--- src/rtl/onchip_audio_streamer_pkg.sv ---
// Shared definitions for the on-chip audio streamer.
//   SAMPLE_W : width of one L or R audio sample
//   WORD_W   : width of one stereo RAM word ({left, right})
//   state_e  : playback FSM states, also exported on the debug state port
package onchip_audio_streamer_pkg;

    localparam int SAMPLE_W = 16;
    localparam int WORD_W   = 32;

    typedef enum logic [1:0] {
        ST_IDLE  = 2'd0,
        ST_RUN   = 2'd1,
        ST_DRAIN = 2'd2
    } state_e;

endpackage

--- src/rtl/onchip_audio_streamer_if.sv ---
// Bus bundle between the streamer, the sample RAM read port and the DAC stream.
//   mem_*     : Avalon-MM read port toward the RAM (readdata returns 1 cycle after chipselect)
//   out_*     : sample stream toward the DAC
// Stream handshake: a sample transfers on every rising edge where out_valid and
// out_ready are both high; while out_valid is high and out_ready is low the
// producer holds out_left/out_right stable and keeps out_valid high. out_ready
// may change freely and does not depend on out_valid.
// Modports: master = streamer side, slave = RAM/DAC side.
interface onchip_audio_streamer_if #(
    parameter int ADDR_W = 12
);
    import onchip_audio_streamer_pkg::*;

    logic [ADDR_W-1:0]   mem_address;
    logic                mem_chipselect;
    logic                mem_write;
    logic [3:0]          mem_byteenable;
    logic                mem_clken;
    logic [WORD_W-1:0]   mem_readdata;
    logic                out_valid;
    logic                out_ready;
    logic [SAMPLE_W-1:0] out_left;
    logic [SAMPLE_W-1:0] out_right;

    modport master (
        output mem_address, mem_chipselect, mem_write, mem_byteenable, mem_clken,
        input  mem_readdata,
        output out_valid, out_left, out_right,
        input  out_ready
    );

    modport slave (
        input  mem_address, mem_chipselect, mem_write, mem_byteenable, mem_clken,
        output mem_readdata,
        input  out_valid, out_left, out_right,
        output out_ready
    );

endinterface

--- src/rtl/onchip_audio_streamer_fifo.sv ---
// Synchronous first-word-fall-through FIFO holding captured RAM words.
//   clk, reset : clock, asynchronous active-high reset (pointers/count only)
//   push/wdata : write a word (accepted when not full, or when full with a pop)
//   pop        : drop the head word (ignored when empty)
//   rdata      : current head word, valid whenever empty=0
//   count      : number of stored words (0..DEPTH)
//   full/empty : status flags
module onchip_audio_streamer_fifo #(
    parameter int DEPTH = 4,
    parameter int WIDTH = 32,
    localparam int PTR_W = $clog2(DEPTH),
    localparam int CNT_W = PTR_W + 1
) (
    input  logic             clk,
    input  logic             reset,
    input  logic             push,
    input  logic             pop,
    input  logic [WIDTH-1:0] wdata,
    output logic [WIDTH-1:0] rdata,
    output logic [CNT_W-1:0] count,
    output logic             full,
    output logic             empty
);

    logic [WIDTH-1:0] mem_q [DEPTH];
    logic [PTR_W-1:0] wr_ptr_q;
    logic [PTR_W-1:0] rd_ptr_q;
    logic [CNT_W-1:0] count_q;
    logic [CNT_W-1:0] count_d;
    logic             do_push;
    logic             do_pop;

    assign empty   = (count_q == '0);
    assign full    = (count_q == CNT_W'(DEPTH));
    assign count   = count_q;
    assign rdata   = mem_q[rd_ptr_q];
    assign do_pop  = pop && !empty;
    // A push into a full FIFO is only taken when the head leaves in the same cycle.
    assign do_push = push && (!full || do_pop);

    always_comb begin
        count_d = count_q;
        case ({do_push, do_pop})
            2'b10:   count_d = count_q + CNT_W'(1);
            2'b01:   count_d = count_q - CNT_W'(1);
            default: count_d = count_q;
        endcase
    end

    always_ff @(posedge clk or posedge reset) begin
        if (reset) begin
            wr_ptr_q <= '0;
            rd_ptr_q <= '0;
            count_q  <= '0;
        end else begin
            // DEPTH is a power of two, so pointers wrap by natural overflow.
            if (do_push) wr_ptr_q <= wr_ptr_q + PTR_W'(1);
            if (do_pop)  rd_ptr_q <= rd_ptr_q + PTR_W'(1);
            count_q <= count_d;
        end
    end

    // Storage carries no reset; contents are meaningless once count is zero.
    always_ff @(posedge clk) begin
        if (do_push) mem_q[wr_ptr_q] <= wdata;
    end

endmodule

--- src/rtl/onchip_audio_streamer.sv ---
// Avalon-MM read master that plays a window of stereo words from the on-chip
// sample RAM into the DAC stream, one-shot or looped.
//   clk, reset          : clock, asynchronous active-high reset
//   start/stop          : playback control pulses
//   base_addr/num_words : window start and length in words (latched on start)
//   loop_en             : replay the window until stop
//   busy/done           : playback active / one-cycle completion pulse
//   dbg_state           : current FSM state
//   bus (master)        : RAM read port and sample stream
module onchip_audio_streamer
    import onchip_audio_streamer_pkg::*;
#(
    parameter int ADDR_W      = 12,
    parameter int DEPTH_WORDS = 3000,
    parameter int FIFO_DEPTH  = 4
) (
    input  logic                 clk,
    input  logic                 reset,
    input  logic                 start,
    input  logic                 stop,
    input  logic [ADDR_W-1:0]    base_addr,
    input  logic [ADDR_W-1:0]    num_words,
    input  logic                 loop_en,
    output logic                 busy,
    output logic                 done,
    output state_e               dbg_state,
    onchip_audio_streamer_if.master bus
);

    localparam int                CNT_W     = $clog2(FIFO_DEPTH) + 1;
    localparam logic [ADDR_W-1:0] LAST_ADDR = ADDR_W'(DEPTH_WORDS - 1);
    localparam logic [CNT_W:0]    CREDITS   = (CNT_W + 1)'(FIFO_DEPTH);

    state_e            state_q;
    logic              busy_q;
    logic              done_q;
    logic [ADDR_W-1:0] addr_q;
    logic [ADDR_W-1:0] addr_d;
    logic [ADDR_W-1:0] base_q;
    logic [ADDR_W-1:0] num_q;
    logic              loop_q;
    logic [ADDR_W-1:0] wcnt_q;
    logic              rd_pending_q;

    logic              issue;
    logic              last_word;
    logic [CNT_W:0]    credit_used;

    logic [WORD_W-1:0] fifo_rdata;
    logic [CNT_W-1:0]  fifo_count;
    logic              fifo_full;
    logic              fifo_empty;
    logic              fifo_pop;

    always_comb begin
        addr_d      = (addr_q == LAST_ADDR) ? '0 : addr_q + ADDR_W'(1);
        last_word   = (wcnt_q == num_q - ADDR_W'(1));
        // Words already buffered plus the one read still returning from the RAM.
        credit_used = {1'b0, fifo_count} + {{CNT_W{1'b0}}, rd_pending_q};
        // fifo_full is implied by the credit check; kept as an explicit guard.
        issue       = (state_q == ST_RUN) && !fifo_full && (credit_used < CREDITS);
    end

    always_ff @(posedge clk or posedge reset) begin
        if (reset) begin
            state_q      <= ST_IDLE;
            busy_q       <= 1'b0;
            done_q       <= 1'b0;
            addr_q       <= '0;
            base_q       <= '0;
            num_q        <= '0;
            loop_q       <= 1'b0;
            wcnt_q       <= '0;
            rd_pending_q <= 1'b0;
        end else begin
            done_q       <= 1'b0;
            // Every issued read returns exactly one cycle later and is always captured.
            rd_pending_q <= issue;
            case (state_q)
                ST_IDLE: begin
                    // stop in the same cycle suppresses the start.
                    if (start && !stop) begin
                        base_q <= base_addr;
                        num_q  <= num_words;
                        loop_q <= loop_en;
                        addr_q <= base_addr;
                        wcnt_q <= '0;
                        if (num_words == '0) begin
                            done_q <= 1'b1;
                        end else begin
                            state_q <= ST_RUN;
                            busy_q  <= 1'b1;
                        end
                    end
                end
                ST_RUN: begin
                    if (issue) begin
                        if (last_word) begin
                            // Looped pass end: jump straight back to the base, no idle cycle.
                            wcnt_q <= '0;
                            addr_q <= base_q;
                        end else begin
                            wcnt_q <= wcnt_q + ADDR_W'(1);
                            addr_q <= addr_d;
                        end
                    end
                    if (stop || (issue && last_word && !loop_q)) begin
                        state_q <= ST_DRAIN;
                    end
                end
                ST_DRAIN: begin
                    if (!rd_pending_q && fifo_empty) begin
                        state_q <= ST_IDLE;
                        busy_q  <= 1'b0;
                        done_q  <= 1'b1;
                    end
                end
                default: begin
                    state_q <= ST_IDLE;
                    busy_q  <= 1'b0;
                end
            endcase
        end
    end

    assign fifo_pop = bus.out_valid && bus.out_ready;

    onchip_audio_streamer_fifo #(
        .DEPTH (FIFO_DEPTH),
        .WIDTH (WORD_W)
    ) u_fifo (
        .clk   (clk),
        .reset (reset),
        .push  (rd_pending_q),
        .pop   (fifo_pop),
        .wdata (bus.mem_readdata),
        .rdata (fifo_rdata),
        .count (fifo_count),
        .full  (fifo_full),
        .empty (fifo_empty)
    );

    assign busy      = busy_q;
    assign done      = done_q;
    assign dbg_state = state_q;

    assign bus.mem_address    = addr_q;
    assign bus.mem_chipselect = issue;
    assign bus.mem_write      = 1'b0;
    assign bus.mem_byteenable = 4'hF;
    assign bus.mem_clken      = 1'b1;

    assign bus.out_valid = !fifo_empty;
    assign bus.out_left  = fifo_rdata[WORD_W-1:SAMPLE_W];
    assign bus.out_right = fifo_rdata[SAMPLE_W-1:0];

endmodule

--- src/flat_wrapper.sv ---
// flat-port wrapper written by rule: the top's interface ports become plain ports
module onchip_audio_streamer_flat import onchip_audio_streamer_pkg::*;
#(
    parameter int ADDR_W      = 12,
    parameter int DEPTH_WORDS = 3000,
    parameter int FIFO_DEPTH  = 4
)
  (clk, reset, start, stop, base_addr, num_words, loop_en, busy, done, dbg_state, bus_mem_address, bus_mem_chipselect, bus_mem_write, bus_mem_byteenable, bus_mem_clken, bus_mem_readdata, bus_out_valid, bus_out_left, bus_out_right, bus_out_ready);
  onchip_audio_streamer_if #(.ADDR_W(ADDR_W)) bus_i ();
  input  logic clk;
  input  logic reset;
  input  logic start;
  input  logic stop;
  input  logic [ADDR_W-1:0] base_addr;
  input  logic [ADDR_W-1:0] num_words;
  input  logic loop_en;
  output logic busy;
  output logic done;
  output state_e dbg_state;
  output wire logic [$bits(bus_i.mem_address)-1:0] bus_mem_address;
  output wire logic [$bits(bus_i.mem_chipselect)-1:0] bus_mem_chipselect;
  output wire logic [$bits(bus_i.mem_write)-1:0] bus_mem_write;
  output wire logic [$bits(bus_i.mem_byteenable)-1:0] bus_mem_byteenable;
  output wire logic [$bits(bus_i.mem_clken)-1:0] bus_mem_clken;
  input wire logic [$bits(bus_i.mem_readdata)-1:0] bus_mem_readdata;
  output wire logic [$bits(bus_i.out_valid)-1:0] bus_out_valid;
  output wire logic [$bits(bus_i.out_left)-1:0] bus_out_left;
  output wire logic [$bits(bus_i.out_right)-1:0] bus_out_right;
  input wire logic [$bits(bus_i.out_ready)-1:0] bus_out_ready;
  assign bus_mem_address = bus_i.mem_address;
  assign bus_mem_chipselect = bus_i.mem_chipselect;
  assign bus_mem_write = bus_i.mem_write;
  assign bus_mem_byteenable = bus_i.mem_byteenable;
  assign bus_mem_clken = bus_i.mem_clken;
  assign bus_i.mem_readdata = bus_mem_readdata;
  assign bus_out_valid = bus_i.out_valid;
  assign bus_out_left = bus_i.out_left;
  assign bus_out_right = bus_i.out_right;
  assign bus_i.out_ready = bus_out_ready;
  onchip_audio_streamer #(.ADDR_W(ADDR_W), .DEPTH_WORDS(DEPTH_WORDS), .FIFO_DEPTH(FIFO_DEPTH)) u_core (.clk(clk), .reset(reset), .start(start), .stop(stop), .base_addr(base_addr), .num_words(num_words), .loop_en(loop_en), .busy(busy), .done(done), .dbg_state(dbg_state), .bus(bus_i));
endmodule
--- config.mk ---
export PLATFORM = sky130hd
export DESIGN_NAME = onchip_audio_streamer_flat
export DESIGN_NICKNAME = d
export VERILOG_FILES = /design/src/rtl/onchip_audio_streamer_pkg.sv /design/src/rtl/onchip_audio_streamer_if.sv /design/src/rtl/onchip_audio_streamer_fifo.sv /design/src/rtl/onchip_audio_streamer.sv /design/src/flat_wrapper.sv
export SDC_FILE = /design/constraint.sdc
export NUM_CORES = 1
export LEC_CHECK = 0
export BUFFER_PORTS_ARGS = -buffer_cell sky130_fd_sc_hd__buf_2
export CORE_MARGIN = 5
export CORE_UTILIZATION = 59
export CTS_CLUSTER_SIZE = 30
export DETAILED_ROUTE_END_ITERATION = 12
export GPL_ROUTABILITY_DRIVEN = 1
export PLACE_DENSITY = 0.92
export SYNTH_ARGS = -nofsm -noshare
export SYNTH_HDL_FRONTEND = slang
export SYNTH_SLANG_ARGS = --single-unit
--- constraint.sdc ---
create_clock -name clk -period 7.15 [get_ports clk]
set_input_delay 0 -clock clk [delete_from_list [all_inputs] [get_ports clk]]
set_output_delay 0 -clock clk [all_outputs]
set_load 0.005 [all_outputs]
Word level (Yosys, flattened, before mapping)
Memories as Yosys holds them, arrays and structs flattened. Index checks and enable logic that the tools add are counted.

Flip-flop bits (word level): 61. RAM bits: 128. Input port bits: 62. Logic and storage cells: 85. Memories kept: 1.

Add/subtract/negate cells: 8. $lt $le $gt $ge: 1. Equal/unequal tests: 12. Mux-type cells: 25. Bitwise logic cells: 1. Reductions and logical operators: 25.

Memories: u_core.u_fifo.mem_q (depth 4, bits a word 32, rd ports 1, clocked after memory_dff 0, wr ports 1, RTL line onchip_audio_streamer_fifo.sv:25) `logic [WIDTH-1:0] mem_q [DEPTH];`.

Operators with widths (number): two-way mux 12 bit (7); one-hot mux 12 bit (2 select lines) (2); adder 12 x 1 -> 12 bit, second input constant (2); == test 12 bit (1); == test 12 bit, second input constant (1); logical NOT 12 bit (1); subtractor 12 x 1 -> 12 bit, second input constant (1); logical AND 1 bit (9); two-way mux 1 bit (8); two-way mux 2 bit (4); AND reduction 4 bit (2); != test 2 x 1 -> 1 bit, second input constant (3); one-hot mux 2 bit (3 select lines) (1); one-hot mux 3 bit (2 select lines) (1); logical NOT 1 bit (5); adder 2 x 1 -> 2 bit, second input constant (2); adder 3 x 1 -> 4 bit (1); == test 2 x 1 -> 1 bit, second input constant (2); == test 2 bit, second input constant (2); < comparator 4 x 3 -> 1 bit, second input constant (1); != test 2 bit, second input constant (2); nonzero test 2 bit (2); adder 3 x 1 -> 3 bit, second input constant (1); == test 3 bit, second input constant (1); 9 further kinds (10).

Longest topological paths before layout
Gate-level depths: netlist of the first run.

Word-level depth: 9. Mapped depth: 10. Mapped depth without buffers: 9.

Cells and area by module
Synthesis of the first run repeated with hierarchy kept, for this count alone.

Cells, all modules: 591. Area, all modules: 8309.2 µm².

Modules (own cells, without submodules): onchip_audio_streamer_fifo (instances 1, cells each 222, area an instance 5126.2 µm², seq. area each 4018.9 µm²); onchip_audio_streamer (instances 1, cells each 369, area an instance 3183.1 µm², seq. area each 1351.3 µm²).

Worst setup path before layout of the first run
No wires, ideal clock.

Path kind: register to register. Start: register u_core.num_q[2]. End: register u_core.wcnt_q[10]. Arrival: 2.235 ns. Data required time: 7.026 ns. Slack: 4.791 ns. Stages on the path, launching flop included: 9. Cells stage by stage: dfrtp_1 nor4_4 and3_1 xnor2_1 a211o_1 a2111o_1 buf_2 a21oi_4 nor2_1.

Longest elaborated chain between the ends: 5.

RTL lines: start: declaration (RTL line onchip_audio_streamer.sv:40) `logic [ADDR_W-1:0] num_q;`; start signal: assignment (RTL line onchip_audio_streamer.sv:84) `num_q <= num_words;`; subtractor 12 x 1 -> 12 bit (RTL line onchip_audio_streamer.sv:57) `last_word = (wcnt_q == num_q - ADDR_W'(1));`; == test 12 bit (RTL line onchip_audio_streamer.sv:57); two-way mux 12 bit (RTL line onchip_audio_streamer.sv:98) `if (last_word) begin`; two-way mux 12 bit (RTL line onchip_audio_streamer.sv:97) `if (issue) begin`; one-hot mux 12 bit (2 select lines) (RTL line onchip_audio_streamer.sv:79) `case (state_q)`; end signal: assignment (RTL line onchip_audio_streamer.sv:103) `wcnt_q <= wcnt_q + ADDR_W'(1);`; end: declaration (RTL line onchip_audio_streamer.sv:42) `logic [ADDR_W-1:0] wcnt_q;`.

Every way passes these cells. The select of a mux whose other input is x is not followed. A chain may end at the register's enable or synchronous reset.

Worst setup path in the final report of the first run
Start: register u_core.state_q[0], in the netlist u_core.dbg_state[0]. End: register u_core.wcnt_q[11].

Longest elaborated chain between the ends: 5.

RTL lines: start: declaration (RTL line onchip_audio_streamer.sv:34) `state_e state_q;`; start signal: assignment (RTL line onchip_audio_streamer.sv:66) `state_q <= ST_IDLE;`; start signal: assignment (RTL line onchip_audio_streamer.sv:91) `state_q <= ST_RUN;`; start signal: assignment (RTL line onchip_audio_streamer.sv:108) `state_q <= ST_DRAIN;`; == test 2 x 1 -> 1 bit (RTL line onchip_audio_streamer.sv:61, onchip_audio_streamer.sv:79); logical AND 1 bit (2 in a row) (RTL line onchip_audio_streamer.sv:61) `issue = (state_q == ST_RUN) && !fifo_full && (credit_used < CREDITS);`; != test 2 x 1 -> 1 bit (no line); AND reduction 3 bit (no line).

Parallel ways exist; a longest one is shown, timed or not.

==> metrics.txt, run 1 <==
status finished clean; Detail Route Antenna Nets 0; first-pass GRT wire length between 20,000 and 30,000 µm; TritonCTS clock tree yes; clock-pin slew on the worst setup and hold paths about 0.070 ns; synthesized area per cell 14.31 µm²; Post-Syn Area between 0.008 and 0.009 mm²; post-synth top area share about 48%; die height roughly 130 µm; Clock Sink Count between 150 and 200; post-route clock period utilization between 50 and 60%; Peak VDD IR ~190 µV; PortBufs 111; DRC Markers 0; clock latency on the worst-skew pair ~0.43 ns; Post-Syn Instances about 560; post-synthesis cell type count 50; Detailed Place HPWL roughly 11,000 µm; Slew @ Worst Pin 1.211 ns; static leakage approximately 0.004 µW; ys async rst share roughly 32%; Final setup viols 0; # fillers 809; Max Slew Vio Count 0; sequential area share after synthesis around two thirds; Top FF cell, synth edfxtp_1; Cell Rows 42; final setup TNS 0 ns; WP depth 8; Die X ~130 µm; Yosys top cell by area edfxtp_1; Slew headroom 19.02%; worst r2r path cells 8; Fin. Hold Viols 0; placer congestion estimate 0.9096; CTS HTree Levels 4; worst hold stages 5; die footprint 0.01612 mm²; Synth Warn # 0; Post-synth EDFFs between 100 and 150; Startpoint Class flip-flop; most numerous cell on the critical path nor2_1; vias after detailed routing roughly 5,400; vias in the first global route approximately 5,700; CTS buffer count 17; Initial DRT Pass Iterations 5; Buffers & Inverters on Critical Path 1; hold_ws ~0.24 ns; fin crit period about 3.6 ns; largest net degree at the start of global routing just over 60; Avg WL per Cell around 19 µm; RSZ-0062 raised after global routing no; worst stage delay on the critical path ~0.87 ns; grt ovf 0; Max Cap Violations 0; CP max-delay cell nor2b_1; IO Pins roughly 120; clock tree buffer depth 2; CP top delay family simple AND/OR/NAND/NOR gates; drt initial violations 360; total core area between 0.01 and 0.015 mm²; crit-path cells nor2b_1, nand3_1, inv_2, nor2_1, or4_1, nor2_1, xnor2_1, nor2_1; FF-to-FF setup slack approximately 3.6 ns; most numerous cell in the Yosys netlist edfxtp_1; Initial Utilization roughly three fifths; CP Class reg -> reg; DR vias/cell around 5.7; initial antenna violation count 1; top post-synthesis cells by count 128 x edfxtp_1, 91 x nand2_1, 61 x dfrtp_1; Hold Path Class in -> reg; Power Total ~3500 µW; root buf cell clkbuf_16; WL final about 18,000 µm; crit path DAT 3.88 ns; Synth area leaders edfxtp_1 48%, dfrtp_1 19%, mux4_2 8.9%, nand2_1 4.2%, xnor2_1 1.8%; CP max FO 15; layout cells sized above 1 25.07%; pwr dens between 300 and 400 mW/mm²; area grow syn2layout 23.50%; total global-route track usage between 20% and 30%; Worst EP required roughly 7.5 ns; Fmax 279.5 MHz; register bit total from synthesis ~190; Clock Skews around 0.01 ns; CP endpoint kind flip-flop; nets 811
[stage by stage]
step                util, %  cell area (µm²)  instances  worst slack (ns)
floorplan                 -             8087        568             4.791
global placement      66.01             8811        838             3.832
detailed placement    66.01             8811        838             3.625
CTS                   74.64             9963        930             3.616
global route          74.66             9966        931             3.301
finish                74.68             9968        932             3.572
[layer usage]
| metal | global-route usage (%) | up-vias | share of wire (%) |
|---|---|---|---|
| li1 | - | 2436 | - |
| met2 | 41.38 | 209 | 53 |
| met1 | 27.73 | 2690 | 39 |
| met5 | 0 | - | 0 |
| met4 | 7.192 | 0 | 1.1 |
| met3 | 5.633 | 19 | 6.1 |
[final timing paths]
check / start / to
setup / recovery: u_core.dbg_state[0] / u_core.wcnt_q[11]
hold / removal: start / u_core.base_q[11]
setup reg to reg: u_core.dbg_state[0] / u_core.wcnt_q[11]
hold reg to reg: u_core.base_q[8] / u_core.base_q[8]
max in group asynchronous: reset / u_core.u_fifo.rd_ptr_q[0]
min in group asynchronous: reset / u_core.num_q[8]
[worst min-delay path, cell delays in order]
cell and delay, ns:
buf_2 0.11, nor4b_2 0.16, buf_4 0.22, nand2_1 0.10, nand2_1 0.04
[power by group]
| part | switching (µW) | internal, µW | total, µW |
|---|---|---|---|
| logic | 548 | 523 | 1070 |
| registers | 198 | 1370 | 1570 |
| clock network | 398 | 480 | 878 |
| total | 1140 | 2370 | 3520 |
[cells by family after synthesis]
kind of cell / share of synthesized area, %
flops: 66.53
simple gates: 11.24
xor+xnor: 3.364
compound gates: 4.914
mux: 10.45
fa+ha+maj: 1.333
other cells: 0.09304
buf+inv: 2.077
[layout by cell type (no fill, tap or decap), types with 3 or more instances in the layout]
cell,n
xor2_1,14
or3_1,6
xnor2_1,17
nand2b_1,7
mux2i_1,10
inv_1,11
edfxtp_1,128
conb_1,6
clkinv_4,5
ha_1,7
a21o_1,3
nor3_1,5
nor4_1,4
nand2_1,91
a21oi_1,10
nor2_1,27
and3_1,7
dlygate4sd3_1,60
clkbuf_16,17
buf_2,111
dfrtp_1,60
nand3_1,17
nor2b_1,3
buf_4,8
and2_1,8
o211ai_1,5
o21ai_0,20
o22ai_1,3
a31oi_1,6
clkinvlp_4,3
nand4_1,4
mux4_2,32
[final cells by class]
cell class              instances  area [µm²]  share of cell area, %
diodes                          2       5.005                0.05021
clock buffers                  19       432.9                  4.343
clock inverters                13       118.9                  1.192
inverters                      13       48.80                 0.4895
multi-input cells             341        2555                  25.63
flip-flops and latches        189        5371                  53.88
well taps                     176       220.2                  2.209
repair buffers                179        1216                  12.20
[sequential cells by signal, summed over array words and instances (netlist names), 2 cells and up]
signal and cells:
u_core.u_fifo.wr_ptr_q 2, u_core.u_fifo.count 3, u_core.wcnt_q 12, u_core.u_fifo.mem_q 128
u_core.dbg_state 2, u_core.num_q 12, u_core.u_fifo.rd_ptr_q 2, u_core.base_q 12
u_core.bus.mem_address 12
[timing repair]
item,in CTS,in global routing
setup buffers,0,0
hold buffers,60,0
hold endpoints to repair,227,0
resized for setup,0,0
No activity file was read; power rests on OpenSTA's default activity.
==> inputs of run 2 (changes only) <==
CORE_UTILIZATION = 51   (was 59)
PLACE_DENSITY = 0.85   (was 0.92)
clock period = 2.9 ns   (was 7.15 ns; I/O delays follow)
==> metrics.txt, run 2 (synthesized netlist as in run 1, its figures left out) <==
placer congestion estimate 0.8685 (was 0.9096); r2r endpoint u_core.wcnt_q[9] (was u_core.wcnt_q[11]); largest net degree at the start of global routing 33 (was 62); worst stage delay on the critical path 0.54 ns (was 0.87 ns); vias in the first global route 5,564 (was 5,696); clock latency on the worst-skew pair 0.42 ns (was 0.43 ns); Slew @ Worst Pin 1.047 ns (was 1.211 ns); post-route clock period utilization 94.44% (was 50.04%); Initial DRT Pass Iterations 5 (unchanged); antenna diode instance count 0 (was 2); static leakage 0.004016 µW (was 0.003962 µW); layout cells sized above 1 26.87% (was 25.07%); die height 135.8 µm (was 127.0 µm); Hold Path Class in -> async (was in -> reg); drt initial violations 401 (was 360); crit-path cells nor4_4, and3_1, xnor2_1, a211o_1, a2111o_1, buf_4, a21oi_4, nor2_1 (was nor2b_1, nand3_1, inv_2, nor2_1, or4_1, nor2_1, xnor2_1, nor2_1); worst r2r path cells 8 (unchanged); RSZ-0062 raised after global routing no (unchanged); Detailed Place HPWL 12,090 µm (was 11,170 µm); CTS HTree Levels 4 (unchanged); PortBufs 111 (unchanged); FF-to-FF setup slack 0.16 ns (was 3.57 ns); Avg WL per Cell 18.00 µm (was 19.03 µm); Detail Route Antenna Nets 0 (unchanged); pwr dens 863.1 mW/mm² (was 352.8 mW/mm²); DR vias/cell 5.413 (was 5.745); Peak VDD IR 444.1 µV (was 193.3 µV); initial antenna violation count 0 (was 1); IO Pins 118 (unchanged); fin crit period 2.739 ns (was 3.578 ns); Final Non-Filler Cells 979 (was 932); CP endpoint kind flip-flop (unchanged); final setup TNS 0 ns (unchanged); Fmax 365.1 MHz (was 279.5 MHz); Buffers & Inverters on Critical Path 1 (unchanged); Worst EP required 3.20 ns (was 7.45 ns); Clock Skews 0.008094 ns (was 0.009997 ns); most frequent cells in the layout 128 x edfxtp_1, 111 x buf_2, 91 x nand2_1, 60 x dlygate4sd3_1, 60 x dfrtp_1 (unchanged); Most flops, register u_core.u_fifo.mem_q (unchanged); die footprint 0.01844 mm² (was 0.01612 mm²); Max Slew Vio Count 0 (unchanged); CP top delay family compound AO/OA/AOI/OAI gates (was simple AND/OR/NAND/NOR gates); # fillers 1,118 (was 809); max reg flops 128 (unchanged); Critical Path Sink u_core.wcnt_q[9] (was u_core.wcnt_q[11]); Startpoint Class flip-flop (unchanged); most common cell after layout, fill and taps aside edfxtp_1 (unchanged); CTS buffer count 17 (unchanged); Fin. Hold Viols 0 (unchanged); area grow syn2layout 25.20% (was 23.50%); Initial Utilization 51.37% (was 60.47%); clock tree buffer depth 2 (unchanged); clock-pin slew on the worst setup and hold paths 0.07 ns (about the same); WL final 17,620 µm (was 17,740 µm); crit path DAT 3.04 ns (was 3.88 ns); nets 820 (was 811); Worst Setup SP u_core.num_q[2] (was u_core.dbg_state[0]); Setup Buffers After CTS 0 (unchanged); RR Startpoint u_core.num_q[2] (was u_core.dbg_state[0]); grt ovf 0 (unchanged); WP depth 8 (unchanged); CP max-delay cell a2111o_1 (was nor2b_1); Slew headroom 29.92% (was 19.02%); CP max FO 9 (was 15); total core area 0.01571 mm² (was 0.01335 mm²); Final setup viols 0 (unchanged); DRC Markers 0 (unchanged); Max Cap Violations 0 (unchanged); TritonCTS clock tree yes (unchanged); Clock Sink Count 189 (unchanged); vias after detailed routing 5,299 (was 5,354); first-pass GRT wire length 28,490 µm (was 29,040 µm); root buf cell clkbuf_16 (unchanged); status finished clean (unchanged); Cell Rows 46 (was 42); CP Class reg -> reg (unchanged); placed cell count 887 (was 838); Die X 135.8 µm (was 127.0 µm); total global-route track usage 19.86% (was 23.13%)
[run 2: worst min-delay path by stage]
stage,from,to,slack [ns]
5_1_grt,start,u_core.base_q[6],0.25
4_1_cts,start,u_core.base_q[6],0.19
3_5_place_dp,reset,u_core.num_q[9],0.13
3_3_place_gp,reset,u_core.num_q[10],0.10
2_1_floorplan,bus_mem_readdata[0],u_core.u_fifo.mem_q[0][0],0.1
6_report,reset,u_core.wcnt_q[10],0.23
[run 2: stage by stage]
| stage | hold slack (ns) | setup WS (ns) | cell area, µm² | util, % | power, µW |
|---|---|---|---|---|---|
| after floorplan | 0.09887 | 0.5408 | 8087 | - | 5549 |
| after global placement | 0.1029 | 0.2809 | 8946 | 56.94 | 6395 |
| after detailed placement | 0.1279 | 0.2190 | 8946 | 56.94 | 6531 |
| after CTS | 0.1906 | 0.1734 | 10100 | 64.28 | 8765 |
| after global routing | 0.2458 | 0.01551 | 10110 | 64.32 | 9231 |
| final | 0.2257 | 0.1612 | 10110 | 64.32 | 8722 |
[run 2: layer usage]
layer | part of all wire (%) | up-vias | global-route usage [%]
li1 | - | 2455 | -
met2 | 52 | 197 | 34.98
met5 | 0 | - | 0
met3 | 6.1 | 20 | 4.495
met1 | 41 | 2627 | 25.03
met4 | 1.1 | 0 | 5.039
[run 2: area by class of cell]
| cell class | count | area (µm²) | share of cell area [%] |
|---|---|---|---|
| Clock buffer | 17 | 425.4 | 4.210 |
| Timing Repair Buffer | 188 | 1296 | 12.83 |
| Inverter | 13 | 48.80 | 0.4829 |
| Multi-Input combinational cell | 341 | 2566 | 25.39 |
| Tap cell | 216 | 270.3 | 2.674 |
| Sequential cell | 189 | 5371 | 53.15 |
| Clock inverter | 15 | 127.6 | 1.263 |
[run 2: timing repair]
action,4_1_cts,5_1_grt
hold buffers,60,0
setup endpoints to repair,0,8
endpoints found under the hold margin,197,0
resized for setup,0,1
[run 2: report_power, final]
group	switching (µW)	internal, µW	leakage, µW	total [µW]
logic	1340	1330	0.00184	2670
registers	508	3370	0.00191	3880
clock network	1040	1130	0.000263	2170
[run 2: worst reg2reg max path, cell delays in order, from the launching register on]
cell	delay [ns]
dfrtp_1	0.47
nor4_4	0.40
and3_1	0.26
xnor2_1	0.09
a211o_1	0.29
a2111o_1	0.54
buf_4	0.25
a21oi_4	0.24
nor2_1	0.09
